## src/rtl/crc16_pkg.sv

```systemverilog
// ----------------------------------------------------------------------------
// crc16_pkg
// Shared definitions for the CRC-16 receive checker (and transmit generator):
//   CRC16_POLY / CRC16_INIT : default polynomial and seed (MSB-first, no xorout)
//   state_t                 : checker FSM states
//   status_t                : per-frame verdict {ok, crc_err, len_err}
//   crc16_byte()            : 8 serial LFSR steps folded into one function
// ----------------------------------------------------------------------------
package crc16_pkg;

  localparam logic [15:0] CRC16_POLY = 16'h8005;
  localparam logic [15:0] CRC16_INIT = 16'h0000;

  typedef enum logic [1:0] {
    ST_IDLE   = 2'd0,
    ST_DATA   = 2'd1,
    ST_REPORT = 2'd2
  } state_t;

  typedef struct packed {
    logic ok;
    logic crc_err;
    logic len_err;
  } status_t;

  // MSB-first, non-reflected: data bit 7 enters the register first.
  function automatic logic [15:0] crc16_byte(input logic [15:0] crc,
                                             input logic [7:0]  data,
                                             input logic [15:0] poly);
    logic [15:0] c;
    logic        fb;
    c = crc;
    for (int i = 7; i >= 0; i--) begin
      fb = c[15] ^ data[i];
      c  = {c[14:0], 1'b0};
      if (fb) c = c ^ poly;
    end
    return c;
  endfunction

endpackage

```

## src/rtl/crc16_byte_update.sv

```systemverilog
// ----------------------------------------------------------------------------
// crc16_byte_update
// Combinational byte-parallel CRC-16 step: crc_o = f(crc_i, data_i).
// Ports:
//   crc_i  [15:0] current CRC register
//   data_i [7:0]  byte to absorb, bit 7 first
//   crc_o  [15:0] CRC register after the byte
// ----------------------------------------------------------------------------
module crc16_byte_update
  import crc16_pkg::*;
#(
  parameter logic [15:0] POLY = CRC16_POLY
) (
  input  logic [15:0] crc_i,
  input  logic [7:0]  data_i,
  output logic [15:0] crc_o
);

  assign crc_o = crc16_byte(crc_i, data_i, POLY);

endmodule

```

## config.mk

```make
export PLATFORM = sky130hd
export DESIGN_NAME = crc16_byte_update
export DESIGN_NICKNAME = d
export VERILOG_FILES = /design/src/rtl/crc16_pkg.sv /design/src/rtl/crc16_byte_update.sv
export SDC_FILE = /design/constraint.sdc
export NUM_CORES = 1
export LEC_CHECK = 0
export ABC_AREA = 0
export CORE_AREA = 2 2 39 41
export DETAILED_ROUTE_END_ITERATION = 10
export DIE_AREA = 0 0 41 43
export PLACE_DENSITY = 0.85
export SLEW_MARGIN = 30
export SYNTH_ARGS = -nofsm -noshare
export SYNTH_HDL_FRONTEND = slang
export SYNTH_SLANG_ARGS = --single-unit
```

## constraint.sdc

```tcl
create_clock -name vclk -period 2.21
set_input_delay 0.5525 -clock vclk [all_inputs]
set_output_delay 0.5525 -clock vclk [all_outputs]
set_load 0.01 [all_outputs]
```

==> summary.md <==
| Metric | Value |
|---|---|
| Routed WL per cell | approximately 10 um |
| Post-Syn Nets | 52 |
| Worst path bufs/invs | 2 |
| Crit end category | output port |
| Final Critical Period | approximately 2.2 ns |
| Fill cell count | 122 |
| Met3 usage | 0% |
| Row cnt | 14 |
| Slew @ Worst Pin | about 0.26 ns |
| Syn. warnings | 0 |
| DRT Pass-1 Iters | 2 |
| Worst path required time | 1.66 ns |
| # IOs | 40 |
| FFs & Latches | 0 |
| First-pass GRT wire length | 1.30 mm |
| Hold WS | 1.11 ns |
| RSZ-0062 raised after global routing | true |
| Gr usage total | 10.2% |
| Post-synthesis area per instance | between 10 and 15 um^2 |
| Highest Clock Rate | 446 MHz |
| Worst slack, placed | -0.812 ns |
| Gr ovfl total | 0 |
| Final setup fails | 2 |
| PnR worst setup slack | -0.0300 ns |
| Maximum capacitance violations | 0 |
| Final worst path period share | 101% |
| Multi-input gate area | 437 um^2 |
| Slowest CP cell | xnor3_1 |
| Setup Crit Path Kind | in -> out |
| Largest net degree at the start of global routing | 4 |
| Nets | 100 |
| Hold path endpoint | crc_o[12] |
| Final hold violations | 0 |
| CORE AREA | 0.00138 mm^2 |
| Port buffer count | 30 |
| Layout cells sized above 1 | about four fifths |
| Die area | 0.00176 mm^2 |
| Ordered cell list for the critical path | buf_8 > xnor2_4 > xor2_2 > xnor2_2 > xnor3_1 > buf_2 |
| Hold_buf cts | 0 |
| Critical path arrival | ~1.7 ns |
| Antenna-violating nets left | 0 |
| Post-Syn Area | 298 um^2 |
| Die width | 41 um |
| M2 GR Usage | about a fifth |
| Area leader, netlist | xnor2_1 |
| WHS Path Cells | 0 |
| Reg area | 0 um^2 |
| Family with the most delay on the worst path | XOR/XNOR gates |
| Share of the synthesized area in the top cell type | 32.4% |
| Drt drc | 0 |
| Die Ht | 43 um |
| Initial core utilization | 21.5% |
| Initial antenna violation count | 0 |
| Vias per Instance | between 3 and 4 |
| Synthesized instance count | 28 |
| Post-synth cell types | 6 |
| Status | complete, but fails checks |
| Ant diodes | 0 |
| Clock buffer cells | 0 |
| Max-slew violation count | 0 |
| Post-detail-place hpwl | 620 um |
| PD cells | about 570 mW/mm^2 |
| First DRT Iteration DRCs | 1 |
| Final Wtd Congestion | 0.592 |
| Setup crit start kind | primary input |
| Lkg Pwr | 0.410 nW |
| HP Start | crc_i[4] |
| Number of global-route vias before repair | 330 |
| CP Max Fanout | 2 |
| CP peak stage delay | approximately 0.32 ns |
| Failing checks | negative setup slack |
| Vias | 355 |
| Relative slew slack | 82.4% |
| Grt met1 use | 10.7% |
| Area delta synth->final | 192% |
| GRT busiest layer | met2 |
| DRT Wirelength | 939 um |
| Sequential area share after synthesis | 0% |
| Peak VDD IR | 0.000268 V |
| Fin Setup TNS | -0.0306 ns |
| Hold Path Class | in -> out |
| Synth area leaders | xnor2_1, xnor2_2, xor2_1 |
[area by class of cell]
cell class,instances,share of cell area (%)
multi-input cells,23,50.1
well taps,16,2.30
repair buffers,51,47.6
[repair_timing]
| action | 4_1_cts | 5_1_grt |
|---|---|---|
| setup endpoints to repair | 11 | 5 |
| pin swaps | 15 | 16 |
| endpoints found under the hold margin | 0 | 0 |
| buffers inserted | 8 | 6 |
| resized for setup | 76 | 48 |
[layout by cell type (no fill, tap or decap)]
master           synthesis  final
buf_4                    5     20
xnor2_4                  0      8
buf_2                    0      7
clkbuf_2                 0      6
buf_6                    0      6
xnor2_1                 11      4
xnor2_2                  5      4
dlygate4sd2_1            0      4
xor2_2                   1      3
clkdlybuf4s50_1          0      3
buf_8                    0      3
xor2_1                   5      2
xor2_4                   0      1
xnor3_1                  1      1
clkdlybuf4s15_2          0      1
clkdlybuf4s15_1          0      1
[per-layer routing]
| layer | wire (um) | part of all wire [%] |
|---|---|---|
| met1 | 249 | 27 |
| met2 | 609 | 65 |
| met3 | 76 | 8.1 |
| met4 | 4 | 0.43 |
| met5 | 0 | 0 |
[cell families (layout without fill, tap and decap cells)]
logic type | Yosys count | count (layout) | synth area share (%)
buf+inv | 5 | 51 | 12.6
xor+xnor | 23 | 23 | 87.4
[report_power, final]
part / total [mW] / leakage [nW] / switching (mW) / internal [mW]
registers: 0 / 0 / 0 / 0
clock network: 0 / 0 / 0 / 0
logic: 0.498 / 0.410 / 0.196 / 0.303
total: 0.498 / 0.410 / 0.196 / 0.303
[metrics by stage]
| step | utilization [%] | std cells | power (mW) | instance area [um^2] |
|---|---|---|---|---|
| after floorplan | - | 28 | 0.191 | 298 |
| after global placement | 46.8 | 78 | 0.409 | 648 |
| after detailed placement | 46.8 | 78 | 0.416 | 648 |
| after CTS | 53.3 | 86 | 0.413 | 737 |
| after global routing | 62.9 | 90 | 0.530 | 871 |
| final | 62.9 | 90 | 0.498 | 871 |
[cells in the mapped netlist]
| master | instances |
|---|---|
| xnor2_2 | 5 |
| buf_4 | 5 |
| xor2_2 | 1 |
| xnor3_1 | 1 |
| xnor2_1 | 11 |
| xor2_1 | 5 |
[how the worst max path moves through the flow]
stage                         start   endpoint  slack (ns)  cells after the start
after global placement    data_i[6]  crc_o[15]       -0.79                      6
after global routing      crc_i[10]  crc_o[15]       -0.08                      6
after floorplan           crc_i[12]  crc_o[15]        0.03                      4
final                     crc_i[11]  crc_o[15]       -0.03                      6
after CTS                 data_i[4]  crc_o[15]       -0.17                      6
after detailed placement  crc_i[11]   crc_o[0]       -0.81                      7
Power figures use the tool's default switching activity.
